`src/rtl/vram_arb.sv`:
```
// rtl/vram_arb.sv - VRAM arbiter: vgen absolute priority, regs/blit round-robin or fixed, 2-stage ack pipeline
module vram_arb #(
  parameter int unsigned REGS_PRIO = 0
) (
  input  logic        clk,
  input  logic        reset_i,
  input  logic        vgen_sel_i,
  input  logic [15:0] vgen_addr_i,
  output logic        vgen_ack_o,
  input  logic        regs_sel_i,
  input  logic        regs_wr_i,
  input  logic [3:0]  regs_wr_mask_i,
  input  logic [15:0] regs_addr_i,
  input  logic [15:0] regs_data_i,
  output logic        regs_ack_o,
  input  logic        blit_sel_i,
  input  logic        blit_wr_i,
  input  logic [3:0]  blit_wr_mask_i,
  input  logic [15:0] blit_addr_i,
  input  logic [15:0] blit_data_i,
  output logic        blit_ack_o,
  output logic        vram_sel_o,
  output logic        vram_wr_o,
  output logic [3:0]  vram_wr_mask_o,
  output logic [15:0] vram_addr_o,
  output logic [15:0] vram_data_o,
  input  logic [15:0] vram_data_i,
  output logic [15:0] data_o
);

  typedef enum logic [1:0] {
    GID_NONE = 2'd0,
    GID_VGEN = 2'd1,
    GID_REGS = 2'd2,
    GID_BLIT = 2'd3
  } gid_e;

  gid_e        w_gid;
  gid_e        r_gid1;
  gid_e        r_gid2;
  logic        w_regs_elig;
  logic        w_blit_elig;
  logic        r_regs_pend;
  logic        r_blit_pend;
  logic        r_rr_ptr;
  logic        r_sel;
  logic        r_wr;
  logic [3:0]  r_mask;
  logic [15:0] r_addr;
  logic [15:0] r_data;

  // r_rr_ptr = 0 favours regs, 1 favours blit
  always_comb begin
    w_regs_elig = regs_sel_i & ~r_regs_pend;
    w_blit_elig = blit_sel_i & ~r_blit_pend;
    w_gid       = GID_NONE;
    if (vgen_sel_i) begin
      w_gid = GID_VGEN;
    end else if (w_regs_elig && w_blit_elig) begin
      w_gid = ((REGS_PRIO != 0) || !r_rr_ptr) ? GID_REGS : GID_BLIT;
    end else if (w_regs_elig) begin
      w_gid = GID_REGS;
    end else if (w_blit_elig) begin
      w_gid = GID_BLIT;
    end
  end

  always_ff @(posedge clk) begin
    if (reset_i) begin
      r_gid1      <= GID_NONE;
      r_gid2      <= GID_NONE;
      r_regs_pend <= 1'b0;
      r_blit_pend <= 1'b0;
      r_rr_ptr    <= 1'b0;
      r_sel       <= 1'b0;
      r_wr        <= 1'b0;
      r_mask      <= 4'hF;
      r_addr      <= 16'h0000;
      r_data      <= 16'h0000;
    end else begin
      r_gid1 <= w_gid;
      r_gid2 <= r_gid1;
      r_sel  <= (w_gid != GID_NONE);
      r_wr   <= 1'b0;
      // vgen carries no write data, so vram_data_o keeps its last value
      case (w_gid)
        GID_VGEN: begin
          r_mask <= 4'hF;
          r_addr <= vgen_addr_i;
        end
        GID_REGS: begin
          r_wr   <= regs_wr_i;
          r_mask <= regs_wr_mask_i;
          r_addr <= regs_addr_i;
          r_data <= regs_data_i;
        end
        GID_BLIT: begin
          r_wr   <= blit_wr_i;
          r_mask <= blit_wr_mask_i;
          r_addr <= blit_addr_i;
          r_data <= blit_data_i;
        end
        default: ;
      endcase

      if (w_gid == GID_REGS) begin
        r_regs_pend <= 1'b1;
      end else if (r_gid2 == GID_REGS) begin
        r_regs_pend <= 1'b0;
      end
      if (w_gid == GID_BLIT) begin
        r_blit_pend <= 1'b1;
      end else if (r_gid2 == GID_BLIT) begin
        r_blit_pend <= 1'b0;
      end

      if ((REGS_PRIO == 0) && ((w_gid == GID_REGS) || (w_gid == GID_BLIT))) begin
        r_rr_ptr <= ~r_rr_ptr;
      end
    end
  end

  assign vram_sel_o     = r_sel;
  assign vram_wr_o      = r_wr;
  assign vram_wr_mask_o = r_mask;
  assign vram_addr_o    = r_addr;
  assign vram_data_o    = r_data;
  assign vgen_ack_o     = (r_gid2 == GID_VGEN);
  assign regs_ack_o     = (r_gid2 == GID_REGS);
  assign blit_ack_o     = (r_gid2 == GID_BLIT);
  assign data_o         = vram_data_i;

endmodule

```
`config.mk`:
```
export PLATFORM = sky130hd
export DESIGN_NAME = vram_arb
export DESIGN_NICKNAME = d
export VERILOG_FILES = /design/src/rtl/vram_arb.sv
export SDC_FILE = /design/constraint.sdc
export NUM_CORES = 1
export LEC_CHECK = 0
export CORE_MARGIN = 8
export CORE_UTILIZATION = 33
export DETAILED_ROUTE_END_ITERATION = 16
export PLACE_DENSITY = 0.81
export RECOVER_POWER = 100
export SLEW_MARGIN = 25
export SYNTH_ARGS = -nofsm -noshare
export SYNTH_HDL_FRONTEND = slang
export SYNTH_SLANG_ARGS = --single-unit
```
`constraint.sdc`:
```
create_clock -name clk -period 1.8 [get_ports clk]
set_input_delay 0.45 -clock clk [delete_from_list [all_inputs] [get_ports clk]]
set_output_delay 0.45 -clock clk [all_outputs]
set_load 0.005 [all_outputs]
```
# [After elaboration in Yosys (flattened, before gate mapping)]
# Index checks and enable logic that the tools add are counted.
[op_classes] n_eq_ne=6 bitwise=5 reduce_logical=7 n_mux=13
[op_table] operator="16-bit one-hot mux with 3 select lines" count=1
[op_table] operator="16-bit one-hot mux with 2 select lines" count=1
[op_table] operator="4-bit one-hot mux with 3 select lines" count=1
[op_table] operator="2-bit == test (second input constant)" count=4
[op_table] operator="2-bit two-way mux" count=4
[op_table] operator="2-bit nonzero test" count=4
[op_table] operator="1-bit two-way mux" count=5
[op_table] operator="2-bit by 1-bit == test with 1-bit output (second input constant)" count=2
[op_table] operator="1-bit inverter" count=3
[op_table] operator="3-bit nonzero test" count=1
[op_table] operator="1-bit bitwise AND" count=2
[op_table] operator="1-bit one-hot mux with 2 select lines" count=1
[op_table] operator="1-bit logical AND" count=1
[op_table] operator="1-bit logical OR" count=1
[totals] output_inout_bits=57 regBits=45 elab_cells=41 inputBits=111

# [Longest topological paths before layout]
[depth] depth_word=8 mapped_depth=6 ltp_nobuf=4

# [Least setup slack after synthesis]
# No wires, ideal clock.
[synth_timing] kind="in2reg" startpoint="in vgen_sel_i" endpoint="reg r_data[11] (netlist: vram_data_o[11])" t_required_ns=1.678 t_arrival_ns=1.352 setup_ns=0.122 setup_slack_ns=0.326 path_buffers=1 path_stages=4 path_cell_list="buf_2 a21oi_1 nor2_2 a221o_1"
[synth_between] elab_chain_cells=3 elab_cells_between_ends=5 classes_between="2 x eq/ne; 2 x mux; 1 x reduce/logical"
[synth_rtl] element="start, declared" line_no="7" source="input logic vgen_sel_i,"
[synth_rtl] element="2-bit two-way mux (*)" line_no="57" source="if (vgen_sel_i) begin"
[synth_rtl] element="2-bit == test" line_no="86" source="case (w_gid)"
[synth_rtl] element="16-bit one-hot mux with 2 select lines or 2-bit nonzero test (tied branches)"
[synth_rtl] element="end signal, assigned" line_no="95" source="r_data <= regs_data_i;"
[synth_rtl] element="end signal, assigned" line_no="101" source="r_data <= blit_data_i;"
[synth_rtl] element="end, declared" line_no="50" source="logic [15:0] r_data;"
# Mark *: on every way between the ends. The rest lies on a longest branch, timed or not.
# A chain may end at the register's enable or synchronous reset.

# [Final worst setup path]
[layout_timing] startpoint="reg r_gid2[0]" endpoint="out vgen_ack_o"
[layout_between] elab_chain_cells=1
[layout_rtl] element="start, declared" line_no="40" source="gid_e r_gid2;"
[layout_rtl] element="start signal, assigned" line_no="82" source="r_gid2 <= r_gid1;"
[layout_rtl] element="2-bit by 1-bit == test with 1-bit output" line_no="128" source="assign vgen_ack_o = (r_gid2 == GID_VGEN);"
[layout_rtl] element="end, declared" line_no="9" source="output logic vgen_ack_o,"
# Every way passes these cells.

==> impl_metrics.ini <==
[drt]
dr.pass1.iters = 4
ant_nets = 0
drc = 0
wl_per_cell_um = 17.3
routed_wl_um = 7720
via_count = 2298
initialDrtViolationCount = 125
viasPerCell = 5.16

[logic_synthesis]
synth_area_per_cell_um2 = 9.12
synthesis.nets = 341
synth_cell_types = 32
synthCells = 230
ys_seq_area_share_pct = 43.0
ys_ff_latch = 45
synth_warnings = 0
syn_area_um2 = 2100

[global_route]
grt_pass1_wl_um = 11700
grt_pass1_vias = 2441
grt_max_degree = 17
grt_overflow_total = 0
antenna_found_initial = 0
grt_usage_pct = 16.1

[layout]
drive_gt1_share_pct = 12.0
syn_to_final_growth_pct = 75.1
nets = 478
diodes = 0
final_area_um2 = 3670

[worst_setup_path]
crit_arrival_ns = 1.27
critPathMaxFanout = 3
cp-end-kind = output pin
start_kind = flip-flop
cp_slowest_cell = clkdlybuf4s50_1
cpPeakStageDelay_ns = 0.52
cp.required_ns = 1.35
path_cells = nor2b_1 > clkdlybuf4s50_1
crit_type = flip-flop to output pin

[min_path]
hp-class = flip-flop to flip-flop

[clock_network]
h-tree-depth = 2
clk_pin_slew_ns = 0.08
cts_tree = done
clock-root-buffer = clkbuf_8
clk_latency_ns = 0.29
cts_buffers = 5
cts.sinks = 45
cts_buffer_depth = 2

[run]
cap_violations = 0

[placed_design]
dp_slack_ns = -0.324
placement.io_buffers = 135
hpwl_um = 6050
post_dp_cell_area_um2 = 3560
gp_congestion = 0.861

[die]
ios = 168
fp.coreArea_um2 = 6240
die-area_um2 = 9160
die_h_um = 95.7
fp.dieW_um = 95.7
num_rows = 29
start_util_pct = 33.6

[timing]
fmax_mhz = 582
rsz0062_at_grt = no
hold_violations = 0
min_period_over_period_pct = 95.4
slew_viol_final = 0
worst_slew_pin_slew_ns = 0.468
timing.final.ws_setup_ns = 0.0823
min_period_ns = 1.72
slew_headroom_pct = 68.8
finalSetupViolations = 0
fin_skew_ns = 0.00627

[run_status]
status = complete, no violations

[power_and_ir_drop]
comb_power_share_pct = 28.7
power.internal_mw = 1.79
pwr-share-seq_pct = 46.4
p_sw_share_pct = 26.3
max-vdd-ir-drop_mv = 0.358
p_sw_uw = 638
clkPwrFrac_pct = 24.9
p_leak_nw = 1.47
power_density_nw_per_um2 = 660
synthesized netlist by cell type:
| master | instances | area (µm²) |
|---|---|---|
| buf_4 | 17 | 128 |
| nor3b_4 | 1 | 18.8 |
| or3_1 | 1 | 6.26 |
| o221ai_1 | 1 | 8.76 |
| nand3_1 | 1 | 5.00 |
| dfxtp_1 | 45 | 901 |
| buf_6 | 3 | 33.8 |
| o22ai_1 | 4 | 25.0 |
| nand2_1 | 14 | 52.6 |
| nor3_4 | 1 | 16.3 |
| a211oi_4 | 1 | 20.0 |
| a221oi_2 | 2 | 30.0 |
| nand2b_4 | 2 | 27.5 |
| and2_1 | 2 | 12.5 |
| a221o_1 | 4 | 40.0 |
| a211oi_1 | 14 | 105 |
| clkbuf_1 | 6 | 22.5 |
| buf_2 | 5 | 25.0 |
| a211oi_2 | 2 | 25.0 |
| a21oi_1 | 8 | 40.0 |
| nor2_1 | 33 | 124 |
| nor2_2 | 1 | 6.26 |
| nand2b_1 | 1 | 6.26 |
| nor2b_1 | 6 | 37.5 |
| clkbuf_2 | 1 | 5.00 |
| o21ai_0 | 19 | 95.1 |
| xnor2_1 | 1 | 8.76 |
| a221oi_1 | 12 | 105 |
| and3_1 | 5 | 31.3 |
| o2bb2ai_1 | 12 | 105 |
| inv_1 | 2 | 7.51 |
| a22oi_1 | 3 | 22.5 |
power by group through the flow:
stage | Combinational (mW) | Clock, mW | Sequential [mW]
global placement | 0.704 | 0 | 1.15
global route | 0.752 | 0.680 | 1.14
floorplan | 0.269 | 0 | 1.15
detailed placement | 0.717 | 0 | 1.15
finish | 0.696 | 0.604 | 1.12
CTS | 0.719 | 0.638 | 1.13
cell type report:
cell class	count	area (µm²)
fillers	550	2570
repair buffers	162	1600
multi-input cells	151	983
flip-flops and latches	45	902
well taps	77	96.3
clock buffers	6	72.6
clock inverters	2	10.0
inverters	2	7.51
kinds of logic (layout without fill, tap and decap cells):
family	count (synthesis)	count (layout)	share of synthesized area, %
flops	45	45	43.0
compound gates	82	82	29.7
xor+xnor	1	1	0.418
simple gates	68	68	16.4
buf+inv	34	172	10.6
cells in the final DEF, fill, tap and decap left out, drive strengths merged, types with 2 or more instances in the layout:
cell	n
a211oi	17
nand2b	3
nor2	34
and3	5
dfxtp	45
nor2b	6
a22oi	3
nand2	14
buf	21
o21ai	19
o2bb2ai	12
and2	2
clkbuf	12
a221oi	14
a21oi	8
a221o	4
inv	2
dlygate4sd3	39
o22ai	4
clkinv	2
clkdlybuf4s50	93
stage by stage:
stage / TNS, ns / total power, mW / util (%) / std cells / hold slack, ns
floorplan: 0 / 1.42 / - / 230 / 0.414
global placement: -6.62 / 1.85 / 57.1 / 434 / 0.417
detailed placement: -8.24 / 1.87 / 57.1 / 434 / 0.426
CTS: 0 / 2.49 / 58.4 / 442 / 0.448
global route: 0 / 2.57 / 58.8 / 445 / 0.458
finish: 0 / 2.42 / 58.8 / 445 / 0.442
registers in the layout (all words and copies together), names as in the netlist:
| name | cells |
|---|---|
| vram_wr_mask_o | 4 |
| r_gid1 | 2 |
| r_regs_pend | 1 |
| r_gid2 | 2 |
| vram_wr_o | 1 |
| r_blit_pend | 1 |
| r_rr_ptr | 1 |
| vram_sel_o | 1 |
| vram_addr_o | 16 |
| vram_data_o | 16 |
timing repair:
| action | 4_1_cts | 5_1_grt |
|---|---|---|
| buffers inserted | 0 | 2 |
| cloned | 0 | 1 |
| hold buffers | 0 | 0 |
| setup endpoints to repair | 2 | 15 |
| pin swaps | 1 | 1 |
| resized for setup | 2 | 12 |
worst max-delay path, delay by kind of cell (launching register included):
family        cells  cell delay [ns]
buf+inv           1             0.52
simple gates      1             0.12
flops             1             0.34
worst paths after layout:
check / startpoint / slack, ns / endpoint / cells after the start
worst max-delay path: r_gid2[0]$_SDFF_PP0_ / 0.08 / vgen_ack_o / 2
worst min-delay path: r_gid1[1]$_SDFF_PP0_ / 0.44 / r_gid2[1]$_SDFF_PP0_ / 1
worst max register to register: r_rr_ptr$_SDFFE_PP0N_ / 0.30 / vram_data_o[10]$_SDFFE_PP0N_ / 6
worst min register to register: r_gid1[1]$_SDFF_PP0_ / 0.44 / r_gid2[1]$_SDFF_PP0_ / 1
layer usage:
| metal | vias up | GRT usage, % | share of wire, % |
|---|---|---|---|
| met5 | - | 0 | 0 |
| met1 | 1071 | 17.2 | 40 |
| li1 | 1102 | - | - |
| met4 | 0 | 5.25 | 1.6 |
| met3 | 16 | 6.40 | 11 |
| met2 | 109 | 28.3 | 48 |
(Power assumes the default switching activity.)
